--- config.mk ---
export PLATFORM = sky130hd
export DESIGN_NAME = control_unit_flat
export DESIGN_NICKNAME = d
export VERILOG_FILES = /design/src/rtl/cpu_pkg.sv /design/src/rtl/control_unit_if.sv /design/src/rtl/instr_decoder.sv /design/src/rtl/control_unit.sv /design/src/flat_wrapper.sv
export SDC_FILE = /design/constraint.sdc
export NUM_CORES = 1
export LEC_CHECK = 0
export BUFFER_PORTS_ARGS = -buffer_cell sky130_fd_sc_hd__buf_4
export CORE_MARGIN = 2
export CORE_UTILIZATION = 52
export CTS_BUF_LIST = sky130_fd_sc_hd__clkbuf_16
export DETAILED_ROUTE_END_ITERATION = 7
export GPL_ROUTABILITY_DRIVEN = 0
export GPL_TIMING_DRIVEN = 0
export PLACE_DENSITY = 0.83
export SYNTH_ARGS = -nofsm -noshare
export SYNTH_HDL_FRONTEND = slang
export SYNTH_SLANG_ARGS = --single-unit
--- constraint.sdc ---
create_clock -name clk -period 3.8 [get_ports clk]
set_input_delay 0.38 -clock clk [delete_from_list [all_inputs] [get_ports clk]]
set_output_delay 0.38 -clock clk [all_outputs]
set_load 0.1 [all_outputs]
--- src/rtl/cpu_pkg.sv ---
// Shared encodings for the 16-bit CPU control path: opcodes, ALU ops,
// writeback selects, sequencer states and decode classes.
package cpu_pkg;

  localparam logic [3:0] OP_NOP    = 4'h0;
  localparam logic [3:0] OP_ALU_LO = 4'h1;
  localparam logic [3:0] OP_ALU_HI = 4'hA;
  localparam logic [3:0] OP_LDI    = 4'hB;
  localparam logic [3:0] OP_LD     = 4'hC;
  localparam logic [3:0] OP_ST     = 4'hD;
  localparam logic [3:0] OP_BEQ    = 4'hE;
  localparam logic [3:0] OP_HALT   = 4'hF;

  localparam logic [3:0] ALU_NOP = 4'h0;
  localparam logic [3:0] ALU_ADD = 4'h1;
  localparam logic [3:0] ALU_SUB = 4'h2;
  localparam logic [3:0] ALU_AND = 4'h3;
  localparam logic [3:0] ALU_OR  = 4'h4;
  localparam logic [3:0] ALU_XOR = 4'h5;
  localparam logic [3:0] ALU_SLL = 4'h6;
  localparam logic [3:0] ALU_SRL = 4'h7;
  localparam logic [3:0] ALU_SRA = 4'h8;
  localparam logic [3:0] ALU_SLT = 4'h9;
  localparam logic [3:0] ALU_EQ  = 4'hA;

  localparam logic [1:0] WB_ALU = 2'b00;
  localparam logic [1:0] WB_IMM = 2'b01;
  localparam logic [1:0] WB_MEM = 2'b10;

  typedef enum logic [2:0] {
    S_IDLE, S_FETCH, S_DECODE, S_EXEC, S_MEM, S_WB, S_HALT
  } state_t;

  typedef enum logic [2:0] {
    CLS_NOP, CLS_ALU, CLS_LDI, CLS_LD, CLS_ST, CLS_BEQ, CLS_HALT
  } op_class_t;

endpackage

--- src/rtl/control_unit_if.sv ---
// Bundle between the sequencer and instruction memory, register file,
// ALU and data memory. master = control_unit, slave = the datapath side.
interface control_unit_if #(
  parameter int PC_W  = 8,
  parameter int IMM_W = 16
);
  logic             imem_req;
  logic [PC_W-1:0]  imem_addr;
  logic             imem_ack;
  logic [15:0]      imem_data;
  logic [3:0]       rs1_addr;
  logic [3:0]       rs2_addr;
  logic [3:0]       rd_addr;
  logic [3:0]       alu_op;
  logic             alu_zero;
  logic [1:0]       wb_sel;
  logic [IMM_W-1:0] imm;
  logic             reg_we;
  logic             dmem_req;
  logic             dmem_we;
  logic             dmem_ack;
  logic             halted;

  modport master (
    output imem_req, imem_addr, rs1_addr, rs2_addr, rd_addr, alu_op,
           wb_sel, imm, reg_we, dmem_req, dmem_we, halted,
    input  imem_ack, imem_data, alu_zero, dmem_ack
  );

  modport slave (
    input  imem_req, imem_addr, rs1_addr, rs2_addr, rd_addr, alu_op,
           wb_sel, imm, reg_we, dmem_req, dmem_we, halted,
    output imem_ack, imem_data, alu_zero, dmem_ack
  );
endinterface

--- src/rtl/instr_decoder.sv ---
// Pure field extraction and sequencing class for a latched instruction word.
module instr_decoder
  import cpu_pkg::*;
#(
  parameter int IMM_W = 16
) (
  input  logic [15:0]      instr,
  output logic [3:0]       opcode,
  output logic [3:0]       rd,
  output logic [3:0]       rs1,
  output logic [3:0]       rs2,
  output logic [IMM_W-1:0] imm,
  output logic [1:0]       wb_sel,
  output op_class_t        op_class
);

  assign opcode = instr[15:12];
  assign rd     = instr[11:8];
  assign rs1    = instr[7:4];
  assign rs2    = instr[3:0];
  assign imm    = {{(IMM_W-8){1'b0}}, instr[7:0]};

  always_comb begin
    op_class = CLS_NOP;
    wb_sel   = WB_ALU;
    if (opcode >= OP_ALU_LO && opcode <= OP_ALU_HI) begin
      op_class = CLS_ALU;
    end else begin
      case (opcode)
        OP_LDI:  begin op_class = CLS_LDI; wb_sel = WB_IMM; end
        OP_LD:   begin op_class = CLS_LD;  wb_sel = WB_MEM; end
        OP_ST:   op_class = CLS_ST;
        OP_BEQ:  op_class = CLS_BEQ;
        OP_HALT: op_class = CLS_HALT;
        default: op_class = CLS_NOP;
      endcase
    end
  end

endmodule

--- src/rtl/control_unit.sv ---
// Multi-cycle fetch/decode/execute sequencer; owns pc and the FSM, all outputs registered.
//   state  | meaning
//   IDLE   | first cycle after reset
//   FETCH  | imem_req high, waiting for imem_ack
//   DECODE | instruction latched, fields registered on exit
//   EXEC   | ALU op or BEQ compare on the ALU
//   MEM    | dmem_req high, waiting for dmem_ack
//   WB     | one-cycle reg_we strobe
//   HALT   | stopped until reset
module control_unit
  import cpu_pkg::*;
#(
  parameter int PC_W  = 8,
  parameter int IMM_W = 16
) (
  input logic            clk,
  input logic            rst,
  control_unit_if.master bus
);

  state_t           state, nxt;
  logic [PC_W-1:0]  pc;
  logic [15:0]      instr;

  logic [3:0]       d_opcode, d_rd, d_rs1, d_rs2;
  logic [IMM_W-1:0] d_imm;
  logic [1:0]       d_wb_sel;
  op_class_t        d_class;
  logic [PC_W-1:0]  br_off;

  logic             imem_req_q, dmem_req_q, dmem_we_q, reg_we_q, halted_q;
  logic             imem_req_d, dmem_req_d, dmem_we_d, reg_we_d, halted_d;
  logic [3:0]       alu_op_q, alu_op_d;
  logic [3:0]       rs1_q, rs2_q, rd_q;
  logic [IMM_W-1:0] imm_q;
  logic [1:0]       wb_sel_q;

  instr_decoder #(.IMM_W(IMM_W)) u_dec (
    .instr    (instr),
    .opcode   (d_opcode),
    .rd       (d_rd),
    .rs1      (d_rs1),
    .rs2      (d_rs2),
    .imm      (d_imm),
    .wb_sel   (d_wb_sel),
    .op_class (d_class)
  );

  // Branch offset is relative to the already-incremented pc.
  assign br_off = {{(PC_W-4){d_rd[3]}}, d_rd};

  always_ff @(posedge clk or posedge rst) begin
    if (rst) begin
      state      <= S_IDLE;
      pc         <= '0;
      instr      <= '0;
      imem_req_q <= 1'b0;
      dmem_req_q <= 1'b0;
      dmem_we_q  <= 1'b0;
      reg_we_q   <= 1'b0;
      halted_q   <= 1'b0;
      alu_op_q   <= ALU_NOP;
      rs1_q      <= '0;
      rs2_q      <= '0;
      rd_q       <= '0;
      imm_q      <= '0;
      wb_sel_q   <= WB_ALU;
    end else begin
      state      <= nxt;
      imem_req_q <= imem_req_d;
      dmem_req_q <= dmem_req_d;
      dmem_we_q  <= dmem_we_d;
      reg_we_q   <= reg_we_d;
      halted_q   <= halted_d;
      alu_op_q   <= alu_op_d;
      if (state == S_FETCH && bus.imem_ack) begin
        instr <= bus.imem_data;
        pc    <= pc + PC_W'(1);
      end else if (state == S_EXEC && d_class == CLS_BEQ && bus.alu_zero) begin
        pc <= pc + br_off;
      end
      if (state == S_DECODE) begin
        rs1_q    <= d_rs1;
        rs2_q    <= d_rs2;
        rd_q     <= d_rd;
        imm_q    <= d_imm;
        wb_sel_q <= d_wb_sel;
      end
    end
  end

  always_comb begin
    nxt = state;
    case (state)
      S_IDLE:   nxt = S_FETCH;
      S_FETCH:  if (bus.imem_ack) nxt = S_DECODE;
      S_DECODE: begin
        case (d_class)
          CLS_NOP:         nxt = S_FETCH;
          CLS_HALT:        nxt = S_HALT;
          CLS_LD, CLS_ST:  nxt = S_MEM;
          CLS_LDI:         nxt = S_WB;
          default:         nxt = S_EXEC;
        endcase
      end
      S_EXEC:   nxt = (d_class == CLS_BEQ) ? S_FETCH : S_WB;
      S_MEM:    if (bus.dmem_ack) nxt = (d_class == CLS_ST) ? S_FETCH : S_WB;
      S_WB:     nxt = S_FETCH;
      S_HALT:   nxt = S_HALT;
      default:  nxt = S_IDLE;
    endcase
  end

  // Outputs are decoded from the upcoming state so they line up with it once registered.
  always_comb begin
    imem_req_d = (nxt == S_FETCH);
    dmem_req_d = (nxt == S_MEM);
    dmem_we_d  = (nxt == S_MEM) && (d_class == CLS_ST);
    reg_we_d   = (nxt == S_WB);
    halted_d   = (nxt == S_HALT);
    alu_op_d   = ALU_NOP;
    if (nxt == S_EXEC)
      alu_op_d = (d_class == CLS_BEQ) ? ALU_SUB : d_opcode;
    else if (nxt == S_WB && state == S_EXEC)
      alu_op_d = alu_op_q;
  end

  assign bus.imem_req  = imem_req_q;
  assign bus.imem_addr = pc;
  assign bus.rs1_addr  = rs1_q;
  assign bus.rs2_addr  = rs2_q;
  assign bus.rd_addr   = rd_q;
  assign bus.alu_op    = alu_op_q;
  assign bus.wb_sel    = wb_sel_q;
  assign bus.imm       = imm_q;
  assign bus.reg_we    = reg_we_q;
  assign bus.dmem_req  = dmem_req_q;
  assign bus.dmem_we   = dmem_we_q;
  assign bus.halted    = halted_q;

endmodule

--- src/flat_wrapper.sv ---
// flat-port wrapper written by rule: the top's interface ports become plain ports
module control_unit_flat import cpu_pkg::*;
#(
  parameter int PC_W  = 8,
  parameter int IMM_W = 16
)
  (clk, rst, bus_imem_req, bus_imem_addr, bus_rs1_addr, bus_rs2_addr, bus_rd_addr, bus_alu_op, bus_wb_sel, bus_imm, bus_reg_we, bus_dmem_req, bus_dmem_we, bus_halted, bus_imem_ack, bus_imem_data, bus_alu_zero, bus_dmem_ack);
  control_unit_if #(.PC_W(PC_W), .IMM_W(IMM_W)) bus_i ();
  input logic clk;
  input logic rst;
  output wire logic [$bits(bus_i.imem_req)-1:0] bus_imem_req;
  output wire logic [$bits(bus_i.imem_addr)-1:0] bus_imem_addr;
  output wire logic [$bits(bus_i.rs1_addr)-1:0] bus_rs1_addr;
  output wire logic [$bits(bus_i.rs2_addr)-1:0] bus_rs2_addr;
  output wire logic [$bits(bus_i.rd_addr)-1:0] bus_rd_addr;
  output wire logic [$bits(bus_i.alu_op)-1:0] bus_alu_op;
  output wire logic [$bits(bus_i.wb_sel)-1:0] bus_wb_sel;
  output wire logic [$bits(bus_i.imm)-1:0] bus_imm;
  output wire logic [$bits(bus_i.reg_we)-1:0] bus_reg_we;
  output wire logic [$bits(bus_i.dmem_req)-1:0] bus_dmem_req;
  output wire logic [$bits(bus_i.dmem_we)-1:0] bus_dmem_we;
  output wire logic [$bits(bus_i.halted)-1:0] bus_halted;
  input wire logic [$bits(bus_i.imem_ack)-1:0] bus_imem_ack;
  input wire logic [$bits(bus_i.imem_data)-1:0] bus_imem_data;
  input wire logic [$bits(bus_i.alu_zero)-1:0] bus_alu_zero;
  input wire logic [$bits(bus_i.dmem_ack)-1:0] bus_dmem_ack;
  assign bus_imem_req = bus_i.imem_req;
  assign bus_imem_addr = bus_i.imem_addr;
  assign bus_rs1_addr = bus_i.rs1_addr;
  assign bus_rs2_addr = bus_i.rs2_addr;
  assign bus_rd_addr = bus_i.rd_addr;
  assign bus_alu_op = bus_i.alu_op;
  assign bus_wb_sel = bus_i.wb_sel;
  assign bus_imm = bus_i.imm;
  assign bus_reg_we = bus_i.reg_we;
  assign bus_dmem_req = bus_i.dmem_req;
  assign bus_dmem_we = bus_i.dmem_we;
  assign bus_halted = bus_i.halted;
  assign bus_i.imem_ack = bus_imem_ack;
  assign bus_i.imem_data = bus_imem_data;
  assign bus_i.alu_zero = bus_alu_zero;
  assign bus_i.dmem_ack = bus_dmem_ack;
  control_unit #(.PC_W(PC_W), .IMM_W(IMM_W)) u_core (.clk(clk), .rst(rst), .bus(bus_i));
endmodule
Word-level counts from Yosys, hierarchy flattened
Index checks and enable logic that the tools add are counted.
- bits in registers: 58
- bits of input ports: 21
- output and inout bits: 47
- logic and storage cells: 66
- add/subtract/negate cells: 2
- order comparisons: 2
- eq/ne operators: 22
- multiplexer cells: 15
- reductions and logical operators: 11
- operators by type and width (operator ; count):
    $eq 3x3->1 const B ; 9
    $eq 4x4->1 const B ; 5
    $pmux 3 s6 ; 1
    $mux 8 ; 2
    $eq 3x2->1 const B ; 5
    $mux 3 ; 5
    $pmux 3 s5 ; 1
    $mux 4 ; 3
    $pmux 3 s4 ; 1
    $add 8x1->8 const B ; 1
    $add 8x8->8 ; 1
    $eq 3x1->1 const B ; 2
    $logic_and 1x1->1 ; 6
    $logic_not 3->1 ; 2
    $ge 4x1->1 const B ; 1
    $le 4x4->1 const B ; 1
    $pmux 2 s2 ; 1
    $reduce_or 2->1 ; 2
    $mux 2 ; 1
    $ne 2x1->1 const B ; 1
    $reduce_bool 2->1 ; 1

Longest topological paths before layout
- word-level depth: 11
- mapped depth: 12
- depth with buffers taken out: 10

Cells and area by module
A second synthesis with hierarchy kept.
- cell total of the unflattened synthesis: 253
- area total of the unflattened synthesis: 3211.8 sq um
- by module, submodules not included (module ; times used ; cells each ; area an instance (sq um) ; sequential area each (sq um)):
    control_unit ; 1 ; 213 ; 2905.3 ; 1651.6
    instr_decoder ; 1 ; 40 ; 306.5 ; 0.0

Worst setup path after synthesis
Ideal clock, no wire load.
- path kind: flip-flop to flip-flop
- start point: register u_core.state[2]
- end point: register u_core.pc[6] (netlist: u_core.bus.imem_addr[6])
- arrival time: 2541 ps
- data required time: 3714 ps
- slack: 1173 ps
- stages on the path, launching flop included: 13
- buffers on the path: 2
- period minus slack after synthesis: 2627 ps
- path through: dfrtp_1 > and4bb_4 > buf_2 > buf_2 > or2_2 > ha_1 > inv_1 > fa_1 > nor2b_1 > o31a_1 > o21ai_0 > nor4b_1 > nor3_1
- longest elaborated chain between the ends: 4
- elaborated cells on any way between the ends: 7
- RTL lines (what ; RTL line ; source):
    start, declared ; control_unit.sv:21 ; state_t state, nxt;
    start signal, assigned ; control_unit.sv:69 ; state <= nxt;
    $eq 3x2->1 ; control_unit.sv:79 ; end else if (state == S_EXEC && d_class == CLS_BEQ && bus.alu_zero) begin
    $logic_and 1x1->1 (2 in series) ; control_unit.sv:79 ;
    $reduce_bool 2->1 (no line) ; - ;
    end signal, assigned ; control_unit.sv:78 ; pc <= pc + PC_W'(1);
    end signal, assigned ; control_unit.sv:80 ; pc <= pc + br_off;
    end, declared ; control_unit.sv:22 ; logic [PC_W-1:0] pc;
Parallel ways exist; a longest one is shown, timed or not.
A chain may end at the register's enable or synchronous reset.

Final worst setup path
Ends and elaborated chain as after synthesis.

==> flow_metrics.py <==
metrics = {
    "critical_path": {
        "crit_path_max_incr_delay_ps": 430,
        "ff2ff_setup_slack_ps": 700,
        "endpoint_kind": "flop",
        "r2r_cells": 12,
        "crit_top_cell": "buf_2",
        "cp-start-kind": "flop",
        "critPathRequiredTime_ps": 4000,
        "timing.rr.end": "u_core.bus.imem_addr[6]",
        "crit_chain": "and4bb_4 -> buf_2 -> buf_2 -> or2_2 -> ha_1 -> inv_1 -> fa_1 -> nor2b_1 -> o31a_1 -> o21ai_0 -> nor4b_1 -> nor3_1",
        "cp-startpoint": "u_core.state[2]",
        "cp-endpoint": "u_core.bus.imem_addr[6]",
        "arrival_ps": 3300,
        "crit_fanout": 10,
        "slowest_stage": "dfrtp_1",
        "r2r_start": "u_core.state[2]",
        "worstSetupPathType": "reg -> reg",
    },
    "clock_tree": {
        "clock-sinks": 50,
        "htreeDepth": 2,
        "insertion_delay_ps": 290,
        "cts_inserted_buffers": 5,
        "cts_tree": "yes",
        "path_clk_slew_ps": 70,
        "holdBufCountCts": 0,
        "postCtsSetupBuffers": 0,
        "clock-root-buffer": "clkbuf_16",
        "clockBufferDepth": 2,
        "ctsResizeCount": 0,
    },
    "logic_synthesis": {
        "syn_inst": 238,
        "ys_seq_area_frac": 0.5030,
        "synth_area_per_cell_um2": 10.45,
        "synth_seq_cells": 50,
        "synth_edf_count": 0,
        "ys_dominant_reg_cell": "dfrtp_1",
        "synth_cell_type_count": 52,
        "synth-async-reset-ratio": 1.000,
        "synth_warnings": 0,
        "synthesis.area_mm2": 0.002487,
    },
    "finish": {
        "drive_above_1_share": 0.3654,
        "multiInputGateArea_mm2": 0.001064,
        "area_delta_synth_final_pct": 28.97,
        "regArea_mm2": 0.001251,
        "nNetsFinal": 341,
        "post-route-util": 0.6883,
        "fill_cells": 360,
        "antennaDiodeCount": 0,
    },
    "floorplanning": {
        "dieHeight_um": 73.16,
        "start_util": 0.5337,
        "ioPinCount": 68,
        "die_x_um": 73.16,
        "dieArea_mm2": 0.005352,
        "row_count": 25,
        "coreArea_mm2": 0.004661,
    },
    "sta": {
        "skew_ps": 6.574,
        "drv_slew": 0,
        "fin_crit_sh": 0.8165,
        "finalCriticalPeriod_ps": 3103,
        "fmax_mhz": 322.3,
        "relSlewSlack": 0.6678,
        "rsz0062_at_grt": "no",
        "finalSetupViolCount": 0,
        "tightest_slew_ps": 491.3,
        "setup-tns-final_ps": 0,
        "finalHoldViolations": 0,
    },
    "place": {
        "io_buffers": 59,
        "dp_hpwl_um": 3757,
    },
    "grt": {
        "grt.total_usage": 0.2058,
        "first_global_vias": 1834,
        "overflow": 0,
        "grt_start_max_net_pins": 34,
        "grt_first_pass_wirelength_um": 8459,
        "antenna_found_initial": 0,
    },
    "route": {
        "vias": 1891,
        "wl_um": 5159,
        "ant_nets": 0,
        "firstDrtPassIters": 5,
        "drcViolationCount": 0,
        "drtIter0Drc": 114,
        "routed_via_density": 5.167,
        "avgRoutedWirePerCell_um": 14.10,
    },
    "min_path": {
        "hp-class": "in -> async",
    },
    "run_status": {
        "status": "completed",
    },
    "flow_run": {
        "maxCapViolations": 0,
    },
}
-- how the worst min path moves through the flow --
stage                        endpoint        startpoint  cells after the start
5_1_grt          u_core.bus.wb_sel[0]               rst                      2
3_5_place_dp     u_core.bus.wb_sel[0]               rst                      2
6_report         u_core.bus.wb_sel[0]               rst                      2
4_1_cts          u_core.bus.wb_sel[0]               rst                      2
3_3_place_gp   u_core.bus.rs1_addr[3]   u_core.instr[7]                      2
2_1_floorplan   u_core.bus.rd_addr[2]  u_core.instr[10]                      2
-- layout make-up --
| class | count | area share |
|---|---|---|
| buffer | 25 | 0.05382 |
| clock buffer | 5 | 0.03900 |
| clock inverter | 2 | 0.01209 |
| inverter | 7 | 0.008190 |
| multi-input combinational | 163 | 0.3315 |
| sequential | 50 | 0.3900 |
| tap | 54 | 0.02106 |
| timing repair buffer | 60 | 0.1443 |
-- synth_stat cells, types with 3 or more instances --
cell type	number	area share
nor3_1	4	0.0080
ha_1	7	0.035
o21ai_0	4	0.0080
inv_1	7	0.011
dfrtp_1	50	0.50
clkbuf_1	4	0.0060
nand2_1	51	0.077
nor2_1	10	0.015
nor2b_1	6	0.015
buf_4	16	0.048
a21o_1	3	0.0091
a21oi_1	11	0.022
mux2_2	13	0.059
-- flip-flops by register name, summed over array words and instances, names as in the netlist --
signal and cells:
u_core.bus.rs2_addr 3, u_core.bus.dmem_we 1, u_core.state 3, u_core.bus.imem_addr 8
u_core.bus.dmem_req 1, u_core.bus.alu_op 4, u_core.bus.reg_we 1, u_core.instr 16
u_core.bus.imem_req 1, u_core.bus.wb_sel 2, u_core.bus.halted 1, u_core.bus.imm 1
u_core.bus.rd_addr 4, u_core.bus.rs1_addr 4
-- logic make-up after synthesis --
kind of cell | synth area share
AO/OA/AOI/OAI | 0.08602
XOR/XNOR | 0.01409
adder cells (fa/ha/maj) | 0.04326
buffers and inverters | 0.07998
flip-flops | 0.5030
multiplexers | 0.05885
other | 0.001508
AND/OR/NAND/NOR | 0.2133
-- layer usage --
layer	track usage	part of all wire	vias to the layer above	routed length, um
met5	0	0	-	0
met1	0.2567	0.42	904	2166
met2	0.3423	0.52	46	2680
met3	0.05525	0.040	12	207
met4	0.07407	0.020	0	105
li1	-	-	929	-
-- per-stage QoR --
stage          hold WS, ps  cell area [um2]  cells  setup WS, ps
4_1_cts              93.26             3208    366         725.5
2_1_floorplan        430.9             2514    245          1173
3_3_place_gp         441.5             3024    358         860.2
3_5_place_dp         394.8             3044    359         759.3
6_report             78.61             3208    366         697.5
5_1_grt              121.8             3208    366         499.1
-- layout by cell type, fill, tap and decap left out, types with 3 or more instances in the layout --
master,instances
nand2_1,51
inv_1,6
ha_1,7
nor2_1,10
nor2b_1,6
buf_4,75
conb_1,8
a21o_1,3
mux2_2,13
o21ai_0,4
nor3_1,4
clkbuf_16,5
clkbuf_1,4
dfrtp_1,50
a21oi_1,11
-- worst max-delay path: cells and delay by family (launching register included) --
| kind | cells | cell delay [ps] |
|---|---|---|
| buffers and inverters | 3 | 600 |
| AND/OR/NAND/NOR | 5 | 1110 |
| adder cells (fa/ha/maj) | 2 | 550 |
| AO/OA/AOI/OAI | 2 | 310 |
| flip-flops | 1 | 430 |
Power is left out: the tool's default activity adds up to more than one toggle a clock period on the data nets, which glitch-free logic cannot reach.
